===== src/rtl/router_pkg.sv =====
// Shared definitions for the router synchroniser: default sizing constants
// and the state encoding of the per-channel stale-data timer.
package router_pkg;

   localparam int ROUTER_NUM_CH  = 3;
   localparam int ROUTER_TIMEOUT = 30;

   typedef enum logic [1:0] {
      IDLE  = 2'd0,
      COUNT = 2'd1,
      FLUSH = 2'd2
   } timer_state_t;

endpackage


===== src/rtl/router_sync_n_if.sv =====
// Bus between the router FSM, the channel FIFOs and the synchroniser.
// The master side is the environment (FSM, FIFOs, receivers); the slave side
// is router_sync_n, which decodes the destination and supervises the FIFOs.
interface router_sync_n_if
   import router_pkg::*;
#(
   parameter int NUM_CH = ROUTER_NUM_CH,
   parameter int ADDR_W = $clog2(NUM_CH)
);

   logic              detect_add;
   logic              write_enb_reg;
   logic [ADDR_W-1:0] datain;
   logic [NUM_CH-1:0] read_enb;
   logic [NUM_CH-1:0] empty;
   logic [NUM_CH-1:0] full;
   logic [NUM_CH-1:0] write_enb;
   logic              fifo_full;
   logic [NUM_CH-1:0] vld_out;
   logic [NUM_CH-1:0] soft_reset;
   logic              addr_err;

   modport master (
      output detect_add, write_enb_reg, datain, read_enb, empty, full,
      input  write_enb, fifo_full, vld_out, soft_reset, addr_err
   );

   modport slave (
      input  detect_add, write_enb_reg, datain, read_enb, empty, full,
      output write_enb, fifo_full, vld_out, soft_reset, addr_err
   );

endinterface


===== src/rtl/router_timeout_timer.sv =====
// Per-channel stale-data watchdog. While a channel holds valid data that its
// receiver is not reading, count cycles; after TIMEOUT such consecutive
// cycles emit a one-cycle soft_reset pulse to flush that channel's FIFO.
module router_timeout_timer
   import router_pkg::*;
#(
   parameter int TIMEOUT = ROUTER_TIMEOUT
) (
   input  logic clk,
   input  logic reset,
   input  logic cond,
   output logic soft_reset
);

   localparam int CNT_W = $clog2(TIMEOUT + 1);

   timer_state_t     r_state;
   logic [CNT_W-1:0] r_cnt;
   logic             r_softReset;

   // Timer FSM: the pulse register is set on entry to FLUSH and cleared on exit,
   // so soft_reset is high exactly while the state is FLUSH.
   always_ff @(posedge clk or posedge reset) begin
      if (reset) begin
         r_state     <= IDLE;
         r_cnt       <= '0;
         r_softReset <= 1'b0;
      end else begin
         case (r_state)
            IDLE: begin
               r_softReset <= 1'b0;
               if (cond) begin
                  r_state <= COUNT;
                  r_cnt   <= CNT_W'(1);
               end else begin
                  r_cnt   <= '0;
               end
            end
            COUNT: begin
               if (!cond) begin
                  r_state     <= IDLE;
                  r_cnt       <= '0;
                  r_softReset <= 1'b0;
               end else if (r_cnt == CNT_W'(TIMEOUT - 1)) begin
                  r_state     <= FLUSH;
                  r_cnt       <= '0;
                  r_softReset <= 1'b1;
               end else begin
                  r_cnt       <= r_cnt + CNT_W'(1);
                  r_softReset <= 1'b0;
               end
            end
            FLUSH: begin
               r_state     <= IDLE;
               r_cnt       <= '0;
               r_softReset <= 1'b0;
            end
            default: begin
               r_state     <= IDLE;
               r_cnt       <= '0;
               r_softReset <= 1'b0;
            end
         endcase
      end
   end

   assign soft_reset = r_softReset;

endmodule


===== src/rtl/router_sync_n.sv =====
// Router synchroniser: latches the destination of each packet, steers the
// FSM's write request to that channel's FIFO, reports that FIFO's full flag,
// and presents per-channel valid flags to the receivers.
// Optional stale-data flush timers are built when ROUTER_SYNC_TIMEOUT_EN is
// defined; otherwise soft_reset is tied low.
module router_sync_n
   import router_pkg::*;
#(
   parameter int NUM_CH  = ROUTER_NUM_CH,
   parameter int ADDR_W  = $clog2(NUM_CH),
   parameter int TIMEOUT = ROUTER_TIMEOUT
) (
   input logic            clk,
   input logic            reset,
   router_sync_n_if.slave bus
);

   logic [ADDR_W-1:0] r_sel;
   logic              r_addrErr;
   logic [NUM_CH-1:0] w_writeEnb;
   logic              w_fifoFull;

   // Reject impossible configurations at elaboration time.
   if (NUM_CH < 2 || NUM_CH > 8) begin : gBadNumCh
      $error("router_sync_n: NUM_CH must be in 2..8");
   end
   if (TIMEOUT < 2 || TIMEOUT > 255) begin : gBadTimeout
      $error("router_sync_n: TIMEOUT must be in 2..255");
   end

   // Destination latch: a new address replaces the old one only on detect_add;
   // an out-of-range address is remembered so its writes can be dropped.
   always_ff @(posedge clk or posedge reset) begin
      if (reset) begin
         r_sel     <= '0;
         r_addrErr <= 1'b0;
      end else if (bus.detect_add) begin
         r_sel     <= bus.datain;
         r_addrErr <= ({1'b0, bus.datain} >= (ADDR_W + 1)'(NUM_CH));
      end
   end

   // Steer the write request and the full flag from the latched channel;
   // an invalid destination neither writes nor stalls the FSM.
   always_comb begin
      w_writeEnb = '0;
      w_fifoFull = 1'b0;
      for (int i = 0; i < NUM_CH; i++) begin
         if (r_sel == ADDR_W'(i) && !r_addrErr) begin
            w_writeEnb[i] = bus.write_enb_reg;
            w_fifoFull    = bus.full[i];
         end
      end
   end

   assign bus.write_enb = w_writeEnb;
   assign bus.fifo_full = w_fifoFull;
   assign bus.addr_err  = r_addrErr;
   assign bus.vld_out   = ~bus.empty;

`ifdef ROUTER_SYNC_TIMEOUT_EN
   logic [NUM_CH-1:0] w_cond;
   logic [NUM_CH-1:0] w_softReset;

   assign w_cond = ~bus.empty & ~bus.read_enb;

   for (genvar gi = 0; gi < NUM_CH; gi++) begin : gTimer
      router_timeout_timer #(
         .TIMEOUT (TIMEOUT)
      ) uTimer (
         .clk        (clk),
         .reset      (reset),
         .cond       (w_cond[gi]),
         .soft_reset (w_softReset[gi])
      );
   end

   assign bus.soft_reset = w_softReset;
`else
   assign bus.soft_reset = '0;
`endif

endmodule


===== src/flat_wrapper.sv =====
// flat-port wrapper written by rule: the top's interface ports become plain ports
module router_sync_n_flat import router_pkg::*;
#(
   parameter int NUM_CH  = ROUTER_NUM_CH,
   parameter int ADDR_W  = $clog2(NUM_CH),
   parameter int TIMEOUT = ROUTER_TIMEOUT
)
  (clk, reset, bus_detect_add, bus_write_enb_reg, bus_datain, bus_read_enb, bus_empty, bus_full, bus_write_enb, bus_fifo_full, bus_vld_out, bus_soft_reset, bus_addr_err);
  router_sync_n_if #(.NUM_CH(NUM_CH), .ADDR_W(ADDR_W)) bus_i ();
  input logic clk;
  input logic reset;
  input wire logic [$bits(bus_i.detect_add)-1:0] bus_detect_add;
  input wire logic [$bits(bus_i.write_enb_reg)-1:0] bus_write_enb_reg;
  input wire logic [$bits(bus_i.datain)-1:0] bus_datain;
  input wire logic [$bits(bus_i.read_enb)-1:0] bus_read_enb;
  input wire logic [$bits(bus_i.empty)-1:0] bus_empty;
  input wire logic [$bits(bus_i.full)-1:0] bus_full;
  output wire logic [$bits(bus_i.write_enb)-1:0] bus_write_enb;
  output wire logic [$bits(bus_i.fifo_full)-1:0] bus_fifo_full;
  output wire logic [$bits(bus_i.vld_out)-1:0] bus_vld_out;
  output wire logic [$bits(bus_i.soft_reset)-1:0] bus_soft_reset;
  output wire logic [$bits(bus_i.addr_err)-1:0] bus_addr_err;
  assign bus_i.detect_add = bus_detect_add;
  assign bus_i.write_enb_reg = bus_write_enb_reg;
  assign bus_i.datain = bus_datain;
  assign bus_i.read_enb = bus_read_enb;
  assign bus_i.empty = bus_empty;
  assign bus_i.full = bus_full;
  assign bus_write_enb = bus_i.write_enb;
  assign bus_fifo_full = bus_i.fifo_full;
  assign bus_vld_out = bus_i.vld_out;
  assign bus_soft_reset = bus_i.soft_reset;
  assign bus_addr_err = bus_i.addr_err;
  router_sync_n #(.NUM_CH(NUM_CH), .ADDR_W(ADDR_W), .TIMEOUT(TIMEOUT)) u_core (.clk(clk), .reset(reset), .bus(bus_i));
endmodule

===== config.mk =====
export PLATFORM = sky130hd
export DESIGN_NAME = router_sync_n_flat
export DESIGN_NICKNAME = d
export VERILOG_FILES = /design/src/rtl/router_pkg.sv /design/src/rtl/router_sync_n_if.sv /design/src/rtl/router_timeout_timer.sv /design/src/rtl/router_sync_n.sv /design/src/flat_wrapper.sv
export SDC_FILE = /design/constraint.sdc
export NUM_CORES = 1
export LEC_CHECK = 0
export ABC_AREA = 0
export BUFFER_PORTS_ARGS = -buffer_cell sky130_fd_sc_hd__buf_2
export CORE_AREA = 3 3 40 42
export DETAILED_ROUTE_END_ITERATION = 16
export DIE_AREA = 0 0 43 45
export GPL_TIMING_DRIVEN = 1
export HOLD_SLACK_MARGIN = 0.08
export PLACE_DENSITY_LB_ADDON = 0.15
export SLEW_MARGIN = 40
export SYNTH_ARGS = -nofsm -noshare
export SYNTH_HDL_FRONTEND = slang
export SYNTH_SLANG_ARGS = --single-unit

===== constraint.sdc =====
create_clock -name clk -period 1.6 [get_ports clk]
set_input_delay 0.16 -clock clk [delete_from_list [all_inputs] [get_ports clk]]
set_output_delay 0.16 -clock clk [all_outputs]
set_load 0.01 [all_outputs]

==> summary.md <==
| Metric | Value |
|---|---|
| Nature of the critical path endpoint | primary output |
| Post-DP HPWL | 481.5 um |
| Crit path from | u_core.r_sel[1] |
| Sequential Power Share | 31.9% |
| # diodes | 0 |
| Core Region | 0.001285 mm^2 |
| Syn Area/Cell | 9.194 um^2 |
| RePlAce Congestion | 0.7079 |
| R2R setup slack | 0.78 ns |
| Clk buf depth | 2 |
| Slowest CP cell | dfrtp_1 |
| Yosys cell types | 13 |
| Chip height | 45 um |
| Row Count | 13 |
| Post-cts sizing count | 0 |
| P_int | 212.7 uW |
| Switching Fraction | 27.90% |
| Die width | 43 um |
| Synthesized cell area | 211.5 um^2 |
| GR Util met3 | 2.789% |
| Worst Path Max Fanout | 7 |
| CTS root buf | clkbuf_4 |
| CP peak stage delay | 0.42 ns |
| Initial Utilization | 16.46% |
| Reg area | 75.07 um^2 |
| Met1 Resource Use GR | 5.556% |
| Critical path, cell by cell | nor2b_1 > a211oi_1 > a211oi_1 > buf_2 |
| Worst setup SP type | flop |
| PD cells | 851.0 mW/mm^2 |
| Post-Route WL | 582 um |
| Fill cells | 143 |
| Maximum clock frequency | 0.7286 GHz |
| Synth area leaders | dfrtp_1, buf_4, mux2_2 |
| R2r endpoint | u_core.r_sel[1] |
| Unrepaired setup endpoints after global routing | false |
| Clock buffer count from CTS | 3 |
| Arr. time, crit path | 1.21 ns |
| Clock transition at path regs | 0.04 ns |
| Min-delay src | bus_datain[1] |
| # Max-Cap Violations | 0 |
| TritonRoute pass-1 iters | 2 |
| Setup TNS | 0 ns |
| Gr ovfl total | 0 |
| Clock latency at the later pin of the worst-skew pair | 0.24 ns |
| Net Sw Power | 82.27 uW |
| Comb pwr share | 22.0% |
| Worst clock skew | 0 ns |
| H-tree levels | 1 |
| Final Max Slew Viols | 0 |
| Register area share after synthesis | 35.50% |
| Layout cells sized above 1 | 54.35% |
| Gr busiest metal | met2 |
| Initial DRC count | 1 |
| Leakage | 0.0001951 uW |
| P&R area growth vs syn | 63.90% |
| Total design power | 294.9 uW |
| Most frequent cells in the layout | buf_2, inv_1, conb_1, clkbuf_4, dfrtp_1 |
| Hold Path End | u_core.r_sel[1] |
| Crit path buffers/inverters | 1 |
| Worst r2r path cells | 1 |
| Global Route met2 Usage | 9.880% |
| Crit path time final | 1.373 ns |
| Drt drc | 0 |
| Status | finished, final reports clean |
| Syn Inst Count | 23 |
| Post-synth top area cell | dfrtp_1 |
| Multi-input gate area | 102.6 um^2 |
| Initial antenna violation count | 0 |
| Delay-heaviest family, CP | flip-flops |
| Clk pwr share | 46.2% |
| Vias in the first global route | 210 |
| Worst vdd ir | 270.6 uV |
| Post-synth top area share | 35.50% |
| Worst path required time | 1.44 ns |
| Largest net degree at the start of global routing | 8 |
| Number of setup violations in the final report | 0 |
| Overall routing resource usage | 6.500% |
| Die ar. | 0.001935 mm^2 |
| Worst r2r src | u_core.r_sel[1] |
| Most common cell after layout, fill and taps aside | buf_2 |
| Antenna-violating nets left | 0 |
| Clock Sinks | 3 |
| Via count | 236 |
| Layout Nets | 62 |
| #FFs+latches synth | 3 |
| I/O pin count | 26 |
| Tcrit/Tclk final | 85.79% |
| Critical path type | flop to primary output |
| CTS tree | built |
| Endpoints failing hold | 0 |
| CP dominant cell by count | a211oi_1 |
| Wirelength per Cell | 9.541 um |
| Yosys warns | 0 |
| WHS Path Cells | 2 |
| Count of port buffers added during placement | 19 |
| Via-to-Cell Ratio | 3.869 |
| Min-delay worst type | primary input to flop |
| First-pass GRT wire length | 848 um |
[how the worst max path moves through the flow]
stage	end	slack [ns]	depth (start not counted)
finish	bus_fifo_full	0.23	4
global placement	bus_fifo_full	0.49	4
global route	bus_fifo_full	0.12	3
CTS	bus_fifo_full	0.20	4
detailed placement	bus_fifo_full	0.46	4
floorplan	bus_fifo_full	0.52	3
[synth_stat cells]
library cell and count:
inv_1 5, buf_4 3, dfrtp_1 3, a211oi_1 2, mux2_2 2, and4bb_2 1
conb_1 1, nand2b_1 1, nand3_1 1, nor2b_1 1, nor4b_1 1, nor4bb_1 1
o21ai_0 1
[power by group through the flow]
stage	Clock [uW]	Sequential, uW	Combinational (uW)
floorplan	0	93.2	37.8
global placement	0	94.6	61.7
detailed placement	0	95.4	63.3
CTS	145	94.4	65.5
global route	151	96.4	72.3
finish	136	94.0	64.8
[stage by stage]
| stage | instance area (um^2) | std cells | setup slack (ns) | utilization, % | hold WS (ns) |
|---|---|---|---|---|---|
| floorplan | 219.0 | 25 | 0.5235 | - | -0.08636 |
| global placement | 310.3 | 56 | 0.4929 | 24.15 | 0.02394 |
| detailed placement | 310.3 | 56 | 0.4630 | 24.15 | 0.03008 |
| CTS | 346.6 | 61 | 0.2003 | 26.97 | 0.1665 |
| global route | 346.6 | 61 | 0.1231 | 26.97 | 0.1862 |
| finish | 346.6 | 61 | 0.2274 | 26.97 | 0.1775 |
[sequential cells by signal, summed over array words and instances (netlist names)]
name and cells:
u_core.bus.addr_err 1, u_core.r_sel 2
[routing by layer]
layer,vias to the layer above,wire [um],part of all wire [%]
li1,117,-,-
met1,99,216,37
met2,17,248,43
met3,3,89,15
met4,0,28,4.8
met5,-,0,0
[kinds of logic after synthesis]
family	after synthesis	synth area share, %
AND/OR/NAND/NOR	6	23.08
other	1	1.773
multiplexers	2	10.65
AO/OA/AOI/OAI	3	9.463
flip-flops	3	35.50
buffers and inverters	8	19.53
[layout make-up]
type,count,area share (%)
Tap cell,15,5.415
Clock buffer,4,7.581
Timing Repair Buffer,20,30.33
Multi-Input combinational cell,14,29.60
Inverter,5,5.415
Sequential cell,3,21.66
[what timing repair did]
action,in CTS,in global routing
setup endpoints to repair,0,0
setup buffers,0,0
hold buffers,1,0
endpoints found under the hold margin,3,0
Note: power is estimated with default switching activity, not from simulation.
